==> config.mk <==
export PLATFORM = sky130hd
export DESIGN_NAME = ctl_xfer_initiator
export DESIGN_NICKNAME = d
export VERILOG_FILES = /design/src/rtl/ctl_xfer_initiator_pkg.sv /design/src/rtl/ctl_xfer_initiator.sv
export SDC_FILE = /design/constraint.sdc
export NUM_CORES = 1
export LEC_CHECK = 0
export CAP_MARGIN = 20
export CORE_UTILIZATION = 38
export CTS_CLUSTER_SIZE = 25
export DETAILED_ROUTE_END_ITERATION = 16
export HOLD_SLACK_MARGIN = 0.15
export PLACE_DENSITY = 0.8
export SYNTH_ARGS = -nofsm -noshare
export SYNTH_HDL_FRONTEND = slang
export SYNTH_SLANG_ARGS = --single-unit
==> constraint.sdc <==
create_clock -name clk -period 2.75 [get_ports clk]
set_input_delay 0.4125 -clock clk [delete_from_list [all_inputs] [get_ports clk]]
set_output_delay 0.4125 -clock clk [all_outputs]
set_load 0.005 [all_outputs]
==> src/rtl/ctl_xfer_initiator_pkg.sv <==
// Shared definitions for the control-transfer initiator: FSM encodings,
// completion status codes, request codes and the setup-type constant.
package ctl_xfer_initiator_pkg;

   localparam logic [2:0] ST_IDLE     = 3'd0;
   localparam logic [2:0] ST_ARM      = 3'd1;
   localparam logic [2:0] ST_CHECK    = 3'd2;
   localparam logic [2:0] ST_DATA_OUT = 3'd3;
   localparam logic [2:0] ST_DATA_IN  = 3'd4;
   localparam logic [2:0] ST_FINISH   = 3'd5;
   localparam logic [2:0] ST_RESP     = 3'd6;

   typedef enum logic [1:0] {
      STATUS_OK      = 2'd0,
      STATUS_REJECT  = 2'd1,
      STATUS_SHORT   = 2'd2,
      STATUS_TIMEOUT = 2'd3
   } status_e;

   typedef enum logic [7:0] {
      REQ_CFG_GET  = 8'h00,
      REQ_REG_OPER = 8'h01
   } request_e;

   // Vendor request, device recipient; bit 7 carries the direction.
   localparam logic [6:0] CTL_TYPE_VENDOR_DEVICE = 7'h40;

   function automatic logic is_final_byte(input logic [15:0] cnt, input logic [15:0] len);
      return cnt == len - 16'd1;
   endfunction

endpackage

==> src/rtl/ctl_xfer_initiator.sv <==
// Control-transfer initiator: turns a command into a setup request, streams
// the payload and reports completion. Optional no-progress timeout: CTL_TIMEOUT_EN.
module ctl_xfer_initiator
   import ctl_xfer_initiator_pkg::*;
#(
   parameter logic [3:0]  ENDPOINT       = 4'd0,
   parameter int unsigned TIMEOUT_CYCLES = 4096
) (
   input  logic        clk,
   input  logic        rst_n,
   input  logic        cmd_valid,
   output logic        cmd_ready,
   input  logic        cmd_read,
   input  logic [7:0]  cmd_request,
   input  logic [15:0] cmd_value,
   input  logic [15:0] cmd_index,
   input  logic [15:0] cmd_length,
   input  logic [7:0]  wdata,
   input  logic        wdata_valid,
   output logic        wdata_ready,
   output logic [7:0]  rdata,
   output logic        rdata_valid,
   output logic        rdata_last,
   input  logic        rdata_ready,
   output logic        rsp_valid,
   output logic [1:0]  rsp_status,
   output logic [15:0] rsp_count,
   input  logic        rsp_ready,
   output logic        ctl_xfer,
   output logic [3:0]  ctl_xfer_endpoint,
   output logic [7:0]  ctl_xfer_type,
   output logic [7:0]  ctl_xfer_request,
   output logic [15:0] ctl_xfer_value,
   output logic [15:0] ctl_xfer_index,
   output logic [15:0] ctl_xfer_length,
   input  logic        ctl_xfer_accept,
   input  logic        ctl_xfer_done,
   output logic [7:0]  ctl_xfer_data_out,
   output logic        ctl_xfer_data_out_valid,
   input  logic [7:0]  ctl_xfer_data_in,
   input  logic        ctl_xfer_data_in_valid,
   input  logic        ctl_xfer_data_in_last,
   output logic        ctl_xfer_data_in_ready
);

   if (TIMEOUT_CYCLES == 0) begin : g_bad_timeout
      $error("TIMEOUT_CYCLES must be non-zero");
   end

   logic [2:0]  state_q, state_d;
   logic        ctl_xfer_q, ctl_xfer_d;
   logic        read_q, read_d;
   logic [7:0]  request_q, request_d;
   logic [15:0] value_q, value_d;
   logic [15:0] index_q, index_d;
   logic [15:0] length_q, length_d;
   logic [15:0] byte_cnt_q, byte_cnt_d;
   status_e     status_q, status_d;

   logic out_hs, in_hs, to_expired;

   assign out_hs = (state_q == ST_DATA_OUT) && wdata_valid;
   assign in_hs  = (state_q == ST_DATA_IN) && ctl_xfer_data_in_valid && rdata_ready;

   assign cmd_ready               = (state_q == ST_IDLE);
   assign wdata_ready             = (state_q == ST_DATA_OUT);
   assign ctl_xfer_data_out_valid = out_hs;
   assign ctl_xfer_data_out       = (state_q == ST_DATA_OUT) ? wdata : 8'h00;
   assign ctl_xfer_data_in_ready  = (state_q == ST_DATA_IN) && rdata_ready;
   assign rdata                   = ctl_xfer_data_in;
   assign rdata_valid             = (state_q == ST_DATA_IN) && ctl_xfer_data_in_valid;
   assign rdata_last              = (state_q == ST_DATA_IN) &&
                                    (ctl_xfer_data_in_last || is_final_byte(byte_cnt_q, length_q));
   assign rsp_valid               = (state_q == ST_RESP);
   assign rsp_status              = status_q;
   assign rsp_count               = byte_cnt_q;

   assign ctl_xfer          = ctl_xfer_q;
   assign ctl_xfer_endpoint = ENDPOINT;
   assign ctl_xfer_type     = {read_q, CTL_TYPE_VENDOR_DEVICE};
   assign ctl_xfer_request  = request_q;
   assign ctl_xfer_value    = value_q;
   assign ctl_xfer_index    = index_q;
   assign ctl_xfer_length   = length_q;

`ifdef CTL_TIMEOUT_EN
   logic [31:0] to_cnt_q, to_cnt_d;
   logic        to_active;

   assign to_active  = (state_q == ST_ARM) || (state_q == ST_CHECK) || (state_q == ST_DATA_OUT) ||
                       (state_q == ST_DATA_IN) || (state_q == ST_FINISH);
   assign to_expired = to_active && (to_cnt_q == TIMEOUT_CYCLES - 32'd1);

   // Any byte or state change counts as progress and restarts the window.
   always_comb begin
      to_cnt_d = 32'd0;
      if (to_active && !out_hs && !in_hs && (state_d == state_q)) to_cnt_d = to_cnt_q + 32'd1;
   end

   always_ff @(posedge clk or negedge rst_n) begin
      if (!rst_n) to_cnt_q <= 32'd0;
      else        to_cnt_q <= to_cnt_d;
   end
`else
   assign to_expired = 1'b0;
`endif

   // NOTE: every next-state signal takes its hold value first, so no path infers a latch.
   always_comb begin
      state_d    = state_q;
      ctl_xfer_d = ctl_xfer_q;
      read_d     = read_q;
      request_d  = request_q;
      value_d    = value_q;
      index_d    = index_q;
      length_d   = length_q;
      byte_cnt_d = byte_cnt_q;
      status_d   = status_q;

      case (state_q)
         ST_IDLE: begin
            if (cmd_valid) begin
               read_d     = cmd_read;
               request_d  = cmd_request;
               value_d    = cmd_value;
               index_d    = cmd_index;
               length_d   = cmd_length;
               byte_cnt_d = 16'd0;
               status_d   = STATUS_OK;
               ctl_xfer_d = 1'b1;
               state_d    = ST_ARM;
            end
         end
         // The responder still shows the previous transfer's accept/done here.
         ST_ARM: state_d = ST_CHECK;
         ST_CHECK: begin
            if (!ctl_xfer_accept && ctl_xfer_done) begin
               status_d   = STATUS_REJECT;
               ctl_xfer_d = 1'b0;
               state_d    = ST_RESP;
            end else if (ctl_xfer_accept) begin
               if (length_q == 16'd0) state_d = ST_FINISH;
               else if (read_q)       state_d = ST_DATA_IN;
               else                   state_d = ST_DATA_OUT;
            end
         end
         ST_DATA_OUT: begin
            if (out_hs) begin
               byte_cnt_d = byte_cnt_q + 16'd1;
               if (is_final_byte(byte_cnt_q, length_q)) state_d = ST_FINISH;
            end
         end
         ST_DATA_IN: begin
            if (in_hs) byte_cnt_d = byte_cnt_q + 16'd1;
            if ((in_hs && rdata_last) || (ctl_xfer_accept && ctl_xfer_done)) state_d = ST_FINISH;
         end
         ST_FINISH: begin
            if (ctl_xfer_accept && ctl_xfer_done) begin
               status_d   = (byte_cnt_q == length_q) ? STATUS_OK : STATUS_SHORT;
               ctl_xfer_d = 1'b0;
               state_d    = ST_RESP;
            end
         end
         ST_RESP: if (rsp_ready) state_d = ST_IDLE;
         default: state_d = ST_IDLE;
      endcase

      if (to_expired) begin
         status_d   = STATUS_TIMEOUT;
         ctl_xfer_d = 1'b0;
         state_d    = ST_RESP;
      end
   end

   // NOTE: state registers use non-blocking assignments so every flop samples pre-edge values.
   always_ff @(posedge clk or negedge rst_n) begin
      if (!rst_n) begin
         state_q    <= ST_IDLE;
         ctl_xfer_q <= 1'b0;
         read_q     <= 1'b0;
         request_q  <= 8'h00;
         value_q    <= 16'h0000;
         index_q    <= 16'h0000;
         length_q   <= 16'h0000;
         byte_cnt_q <= 16'h0000;
         status_q   <= STATUS_OK;
      end else begin
         state_q    <= state_d;
         ctl_xfer_q <= ctl_xfer_d;
         read_q     <= read_d;
         request_q  <= request_d;
         value_q    <= value_d;
         index_q    <= index_d;
         length_q   <= length_d;
         byte_cnt_q <= byte_cnt_d;
         status_q   <= status_d;
      end
   end

endmodule
==> out/summary.log, run 1 <==
INFO  synthesis      synth.lib_cells_used.distinct=53
INFO  synthesis      synth_adder_area_share=0.00880
INFO  flow_run       max_cap_violations=0
INFO  synthesis      synth_enable_flop_cells=0
INFO  worst_setup_path cp.arrival=2.83ns
INFO  floorplan      die-height=108um
INFO  clocking       worst_skew_pair.late_latency=0.36ns
INFO  synthesis      syn_avg_cell_area=10.8um2
INFO  synthesis      dominantRegCellSynth=dfrtp_1
INFO  synthesis      synth-seq-area-share=0.463
INFO  worst_setup_path start_kind=flip-flop
INFO  synthesis      yosysWarningCount=0
INFO  floorplan      initial_core_util=0.392
INFO  clocking       cts_made_buffers=9
INFO  sta            finalSetupViolCount=2
INFO  drt            finalWirelength=11700um
INFO  worst_setup_path setup.worst_path.class=reg -> out
INFO  power_and_ir_drop worst_ir_drop_vdd=0.000510V
INFO  power_and_ir_drop design_power_total=6560uW
INFO  layout         final_layout_size_suffix_gt1_frac=0.223
INFO  global_route   initial_antenna_violation_count=0
INFO  synthesis      synth_area_leader_cell=dfrtp_1
INFO  clocking       clock_tree.htree_level_count=3
INFO  sta            finalHoldViolations=0
INFO  synthesis      most_frequently_used_cell_type_in_the_post_synthesis_netlist=dfrtp_1
INFO  synthesis      synth_xor_area_frac=0.0616
INFO  global_route   grt_use_total=0.210
INFO  floorplan      core.rowCount=38
INFO  status         status=finished with violations
INFO  drt            antenna_violating_nets_post_route=0
INFO  floorplan      num_io_pins=193
INFO  synthesis      post_synth_inst_count=396
INFO  sta            final.min_clock_period=3.24ns
INFO  synthesis      synth_compound_area_frac=0.0792
INFO  layout         layout-area-overhead-vs-synth=54.1%
INFO  placement      buffer_ports.inserted=165
INFO  global_route   pin_count_of_the_biggest_net_entering_global_routing=80
INFO  floorplan      chipWidth=108um
INFO  clocking       ctsRootBufferMaster=clkbuf_8
INFO  clocking       cts_tree=built
INFO  worst_setup_path worst_path_largest_cell_delay=0.57ns
INFO  sta            finalClockSkew=0.0132ns
INFO  worst_setup_path critical-path-slowest-cell=or4_4
INFO  clocking       clock_tree.buffer_depth=2
INFO  synthesis      netlist_area=4270um2
INFO  placement      detailedPlacementHpwl=8890um
INFO  synthesis      register_bit_count_reported_by_yosys=79
INFO  global_route   first_global_vias=3875
INFO  synthesis      synth_largest_type_area_fraction=0.463
INFO  synthesis      yosys-top-cells-area=dfrtp_1, mux2_2, xnor2_1
INFO  global_route   globalRouteOverflowTotal=0
INFO  synthesis      yosys-top-cells-count=dfrtp_1, mux2_2, nor2_1
INFO  synthesis      ffs_w_async_s_r_synth=1.00
INFO  layout         antenna_cells_inserted=0
INFO  clocking       clkTransAtPathRegs=0.09ns
INFO  synthesis      synth.mux.area_fraction=0.160
INFO  power_and_ir_drop power_density=998nW/um2
INFO  status         violations_in_the_final_reports=setup timing
INFO  sta            timing.final.max_slew_violations=0
INFO  drt            drtIter0Drc=133
INFO  drt            vias=3734
INFO  drt            vias_per_cell=5.05
INFO  worst_setup_path path_max_fanout=3
INFO  sta            timing.final.ws_setup=-0.494ns
INFO  sta            achievable-frequency=308MHz
INFO  min_path       hp-class=reg -> reg
INFO  layout         final_net_count=681
INFO  sta            transition_time_at_the_pin_with_the_least_slew_margin=0.570ns
INFO  floorplan      die_area=11700um2
INFO  drt            post_drt_wl_per_cell=15.8um
INFO  floorplan      fp.coreArea=10900um2
INFO  power_and_ir_drop leakagePower=0.00271uW
INFO  synthesis      synth-simple-area-share=0.167
INFO  worst_setup_path crit_required=2.34ns
INFO  sta            slew_headroom=0.618
INFO  placement      gp_routability_congestion=0.859
INFO  worst_setup_path setup.worst_path.end_class=output port
INFO  clocking       clock-sinks=79
INFO  global_route   grt_first_pass_wirelength=18900um
INFO  sta            grt_setup_unrepaired=yes
INFO  drt            drt_pass1_iterations=4
INFO  placement      place_ws=-0.493ns
INFO  synthesis      largest_family_of_logic_cells_by_synthesized_area=simple AND/OR/NAND/NOR gates
INFO  drt            drc_errors=0
INFO  worst_setup_path worstPathCellList=or4_4, or4_4, nor4_4, a211oi_2, a2111oi_4, nor2_1, nor2_1, buf_2
INFO  sta            share_of_the_cycle_needed_by_the_critical_path_after_routing=1.18
-- placed cells by master, fill, tap and decap left out, drive strengths merged, types with 2 or more instances in the layout --
cell,instances
nor2,27
o311ai,2
clkinv,4
ha,3
or4,4
clkdlybuf4s50,163
and3,5
a21oi,9
nand3b,2
buf,53
conb,11
a211oi,2
or3,2
o211ai,2
mux2i,5
nor4,9
nand2,22
dfrtp,79
nand2b,7
xnor2,21
clkbuf,9
and2,12
mux2,56
nand3,9
o41ai,2
inv,8
nor3b,5
nor2b,4
xor2,9
nor3,9
a21o,2
o21ai,16
nand4,8
o31ai,4
-- what timing repair did --
action / 4_1_cts / 5_1_grt
buffers inserted: 2 / 0
endpoints found under the setup margin: 4 / 13
hold buffers: 0 / 1
pin swaps: 8 / 1
gates resized for setup: 14 / 3
endpoints found under the hold margin: 0 / 28
-- sequential cells by signal, summed over array words and instances, names as in the netlist --
name	flops
ctl_xfer_request	8
ctl_xfer_value	16
ctl_xfer_length	16
rsp_status	2
ctl_xfer_index	16
rsp_count	16
state_q	3
read_q	1
ctl_xfer	1
-- metrics by stage --
step           setup TNS [ns]  utilization  instances  cell area (um2)  hold WS [ns]
5_1_grt                 -1.01        0.604        740             6570         0.515
6_report               -0.611        0.604        740             6570         0.489
3_3_place_gp           -0.470        0.577        720             6280         0.465
4_1_cts                -0.501        0.599        738             6520         0.247
3_5_place_dp           -0.634        0.577        720             6280         0.477
2_1_floorplan         -0.0200            -        405             4300         0.117
-- worst paths after layout --
check / startpoint / end / slack (ns) / cells past startpoint
max reg2reg: ctl_xfer_length[1] / state_q[0] / -0.12 / 8
min reg2reg: rsp_status[1] / rsp_status[1] / 0.49 / 1
min in group asynchronous: rst_n / rsp_count[11] / 0.54 / 2
max: ctl_xfer_length[1] / rdata_last / -0.49 / 8
min: rsp_status[1] / rsp_status[1] / 0.49 / 1
max in group asynchronous: rst_n / state_q[0] / 1.62 / 3
-- cells by family after synthesis --
logic type | count (synthesis)
AND/OR/NAND/NOR | 129
flip-flops | 79
multiplexers | 61
AO/OA/AOI/OAI | 48
buffers and inverters | 44
XOR/XNOR | 30
adder cells (fa/ha/maj) | 3
other | 2
-- worst max-delay path, delay by kind of cell, from the launching register on --
kind / cells / cell delay (ns)
AO/OA/AOI/OAI: 2 / 0.48
buffers and inverters: 1 / 0.12
flip-flops: 1 / 0.40
AND/OR/NAND/NOR: 5 / 1.49
-- per-layer routing --
metal,vias up,share of wire,track usage
met5,-,0,0
met4,0,0.0083,0.0724
met3,11,0.080,0.0561
met2,140,0.50,0.354
met1,1806,0.41,0.257
li1,1777,-,-
-- where the power goes --
group | leakage [uW] | internal [uW] | switching, uW | total [uW]
Combinational | 0.00164 | 2250 | 1500 | 3750
Clock | 0.0000902 | 337 | 470 | 807
Sequential | 0.000971 | 1650 | 347 | 2000
-- layout make-up --
class,instances,area (um2)
clock buffer,9,124
clock inverter,7,56.3
fill,941,4320
inverter,6,22.5
multi-input combinational,282,2140
sequential,79,1980
tap,140,175
timing repair buffer,217,2070
No activity file was read; power rests on OpenSTA's default activity.
==> run 2: changes to the inputs <==
Settings changed: ABC_AREA set to 1, CORE_UTILIZATION 38 to 39, CTS_CLUSTER_SIZE 25 to 14, PLACE_DENSITY 0.8 to 0.81.
==> out/summary.log, run 2 <==
INFO  status         status=finished clean [was finished with violations]
INFO  synthesis      yosysWarningCount=0 [unchanged]
INFO  power_and_ir_drop share_clk_of_total_power=0.191 [was 0.123]
INFO  worst_setup_path setup.worst_path.class=reg -> out [unchanged]
INFO  synthesis      dominantRegCellSynth=dfrtp_1 [unchanged]
INFO  floorplan      initial_core_util=0.405 [was 0.392]
INFO  clocking       cts_tree=built [unchanged]
INFO  sta            achievable-frequency=412MHz [was 308 MHz]
INFO  global_route   pin_count_of_the_biggest_net_entering_global_routing=55 [was 80]
INFO  layout         filler_cell_count=1004 [was 941]
INFO  global_route   globalRouteOverflowTotal=0 [unchanged]
INFO  placement      gp_routability_congestion=0.940 [was 0.859]
INFO  floorplan      core.rowCount=38 [unchanged]
INFO  placement      placed_cells_incl_taps=894 [was 720]
INFO  synthesis      netlist_area=4450um2 [was 4270 um2]
INFO  min_path       hp-class=reg -> reg [unchanged]
INFO  worst_setup_path setup.worst_path.end_class=output port [unchanged]
INFO  sta            share_of_the_cycle_needed_by_the_critical_path_after_routing=0.883 [was 1.18]
INFO  sta            transition_time_at_the_pin_with_the_least_slew_margin=0.583ns [was 0.570 ns]
INFO  sta            grt_setup_unrepaired=no [was yes]
INFO  clocking       clock-sinks=79 [unchanged]
INFO  sta            finalHoldViolations=0 [unchanged]
INFO  worst_setup_path worst-r2r-cell-count=10 [was 8]
INFO  synthesis      syn_avg_cell_area=7.31um2 [was 10.8 um2]
INFO  clocking       worst_skew_pair.late_latency=0.33ns [was 0.36 ns]
INFO  min_path       worstHoldPathCells=2 [was 1]
INFO  sta            final.setup.tns=0ns [was -0.611 ns]
INFO  layout         leading_cell_types_in_the_layout_fill_and_taps_excluded=nand2_1, clkdlybuf4s50_1, dfrtp_1 [was clkdlybuf4s50_1, dfrtp_1, buf_4]
INFO  floorplan      fp.coreArea=11000um2 [was 10900 um2]
INFO  drt            finalWirelength=12100um [was 11700 um]
INFO  layout         finalNonFillerCells=913 [was 740]
INFO  sta            slew_headroom=0.608 [was 0.618]
INFO  layout         layout-area-overhead-vs-synth=46.4% [was 54.1%]
INFO  drt            vias=4238 [was 3734]
INFO  sta            finalClockSkew=0.00728ns [was 0.0132 ns]
INFO  global_route   grt_use_total=0.214 [was 0.210]
INFO  drt            drt_pass1_iterations=5 [was 4]
INFO  power_and_ir_drop p_switching=2520uW [was 2320 uW]
INFO  worst_setup_path rr_startpoint=state_q[1] [was ctl_xfer_length[1]]
INFO  placement      detailedPlacementHpwl=9250um [was 8890 um]
INFO  placement      buffer_ports.inserted=165 [unchanged]
INFO  synthesis      ffs_w_async_s_r_synth=1.00 [unchanged]
INFO  floorplan      die_area=11800um2 [was 11700 um2]
INFO  worst_setup_path r2r-end=rsp_count[15] [was state_q[0]]
INFO  clocking       clkTransAtPathRegs=0.06ns [was 0.09 ns]
INFO  power_and_ir_drop p_sw_frac=0.387 [was 0.354]
INFO  synthesis      yosys-top-cells-area=dfrtp_1, nand2_1, inv_1 [was dfrtp_1, mux2_2, xnor2_1]
INFO  synthesis      post_synth_inst_count=609 [was 396]
INFO  clocking       cts_made_buffers=9 [unchanged]
INFO  power_and_ir_drop comb_power_share=0.496 [was 0.572]
INFO  worst_setup_path start_kind=flip-flop [unchanged]
INFO  layout         antenna_cells_inserted=0 [unchanged]
INFO  floorplan      num_io_pins=193 [unchanged]
INFO  sta            finalSetupViolCount=0 [was 2]
INFO  synthesis      register_bit_count_reported_by_yosys=79 [unchanged]
INFO  power_and_ir_drop leakagePower=0.00312uW [was 0.00271 uW]
INFO  min_path       hp-start=ctl_xfer_index[5] [was rsp_status[1]]
INFO  synthesis      synth-seq-area-share=0.444 [was 0.463]
INFO  layout         footprint_of_the_flip_flops_and_latches=1980um2 [about the same]
INFO  drt            drc_errors=0 [unchanged]
INFO  global_route   first_global_vias=4051 [was 3875]
INFO  global_route   grt_first_pass_wirelength=19400um [was 18900 um]
INFO  power_and_ir_drop cellInternalPower=4000uW [was 4240 uW]
INFO  drt            vias_per_cell=4.64 [was 5.05]
INFO  synthesis      synth_area_leader_cell=dfrtp_1 [unchanged]
INFO  flow_run       max_cap_violations=0 [unchanged]
INFO  layout         final_layout_size_suffix_gt1_frac=0.0970 [was 0.223]
INFO  global_route   initial_antenna_violation_count=0 [unchanged]
INFO  clocking       ctsRootBufferMaster=clkbuf_16 [was clkbuf_8]
INFO  worst_setup_path rrSetupSlack=0.52ns [was -0.12 ns]
INFO  sta            final.min_clock_period=2.43ns [was 3.24 ns]
INFO  worst_setup_path path_max_fanout=14 [was 3]
INFO  layout         final_net_count=854 [was 681]
INFO  worst_setup_path crit_required=2.34ns [about the same]
INFO  synthesis      yosys-top-cells-count=nand2_1, dfrtp_1, inv_1 [was dfrtp_1, mux2_2, nor2_1]
INFO  drt            drtIter0Drc=247 [was 133]
INFO  sta            timing.hold.ws=0.468ns [was 0.489 ns]
INFO  power_and_ir_drop worst_ir_drop_vdd=0.000514V [was 0.000510 V]
INFO  drt            post_drt_wl_per_cell=13.3um [was 15.8 um]
INFO  synthesis      most_frequently_used_cell_type_in_the_post_synthesis_netlist=nand2_1 [was dfrtp_1]
INFO  clocking       clock_tree.buffer_depth=2 [unchanged]
INFO  synthesis      synth.lib_cells_used.distinct=38 [was 53]
INFO  worst_setup_path cp.arrival=2.02ns [was 2.83 ns]
INFO  layout         multi_input_comb_area=2070um2 [was 2140 um2]
INFO  layout         layout_commonest_cell=nand2_1 [was clkdlybuf4s50_1]
INFO  synthesis      synth_enable_flop_cells=0 [unchanged]
INFO  clocking       clock_tree.htree_level_count=3 [unchanged]
INFO  sta            timing.final.max_slew_violations=0 [unchanged]
INFO  drt            antenna_violating_nets_post_route=0 [unchanged]
INFO  floorplan      die-height=109um [was 108 um]
INFO  power_and_ir_drop sequential_fraction_of_design_power=0.312 [was 0.305]
INFO  min_path       worst_hold_endpoint=ctl_xfer_index[5] [was rsp_status[1]]
INFO  power_and_ir_drop power_density=999nW/um2 [was 998 nW/um2]
INFO  floorplan      chipWidth=109um [was 108 um]
INFO  synthesis      synth_largest_type_area_fraction=0.444 [was 0.463]
## run 2: worst max path at each step
| stage | end | depth (start not counted) | start |
|---|---|---|---|
| floorplan | rdata_last | 12 | ctl_xfer_length[0] |
| global placement | rdata_last | 13 | ctl_xfer_length[0] |
| detailed placement | rdata_last | 13 | ctl_xfer_length[0] |
| CTS | rdata_last | 12 | ctl_xfer_length[7] |
| global route | rdata_last | 13 | ctl_xfer_length[0] |
| finish | wdata_ready | 5 | state_q[1] |
## run 2: repair_timing
action / CTS / global route
hold buffers: 1 / 0
setup buffers: 2 / 0
pin swaps: 3 / 0
resized for setup: 17 / 1
setup endpoints to repair: 1 / 1
endpoints found under the hold margin: 40 / 0
## run 2: layer usage
metal,wire [um],GRT usage,vias up
met3,1020,0.0556,13
met1,5190,0.272,1910
met2,5710,0.354,162
li1,-,-,2153
met5,0,0,-
met4,193,0.0724,0
## run 2: power groups by stage
stage	combinational (uW)	clock (uW)	sequential, uW
final	3230	1250	2040
after global routing	3620	1330	2090
after CTS	3260	1280	2030
after detailed placement	3170	0	2030
after global placement	3150	0	2010
after floorplan	1650	0	2020
## run 2: metrics by stage
stage	power (uW)	util	setup slack, ns	cell area, um2
floorplan	3680	-	0.833	4490
detailed placement	5200	0.559	0.234	6140
finish	6520	0.594	0.322	6520
CTS	6580	0.593	0.000214	6520
global route	7040	0.594	0.126	6520
global placement	5160	0.559	0.283	6140
## run 2: final cells by class
type / count / area share
Multi-Input combinational cell: 436 / 0.317
Tap cell: 140 / 0.0269
Timing Repair Buffer: 175 / 0.265
Inverter: 67 / 0.0386
Sequential cell: 79 / 0.304
Clock buffer: 10 / 0.0351
Clock inverter: 6 / 0.0131
## run 2: worst max-delay path, cell delays in order (launching register included)
cell             delay (ns)
dfrtp_1                0.43
inv_2                  0.09
nor2_2                 0.10
nand2_1                0.28
inv_1                  0.26
clkdlybuf4s50_1        0.53
## run 2: logic make-up (layout without fill, tap and decap cells)
| group | count (synthesis) | after routing | share of synthesized area |
|---|---|---|---|
| xor+xnor | 16 | 16 | 0.0315 |
| fa+ha+maj | 3 | 3 | 0.00843 |
| compound gates | 50 | 50 | 0.0618 |
| simple gates | 356 | 356 | 0.344 |
| other cells | 2 | 11 | 0.00169 |
| buf+inv | 103 | 258 | 0.108 |
| flops | 79 | 79 | 0.444 |
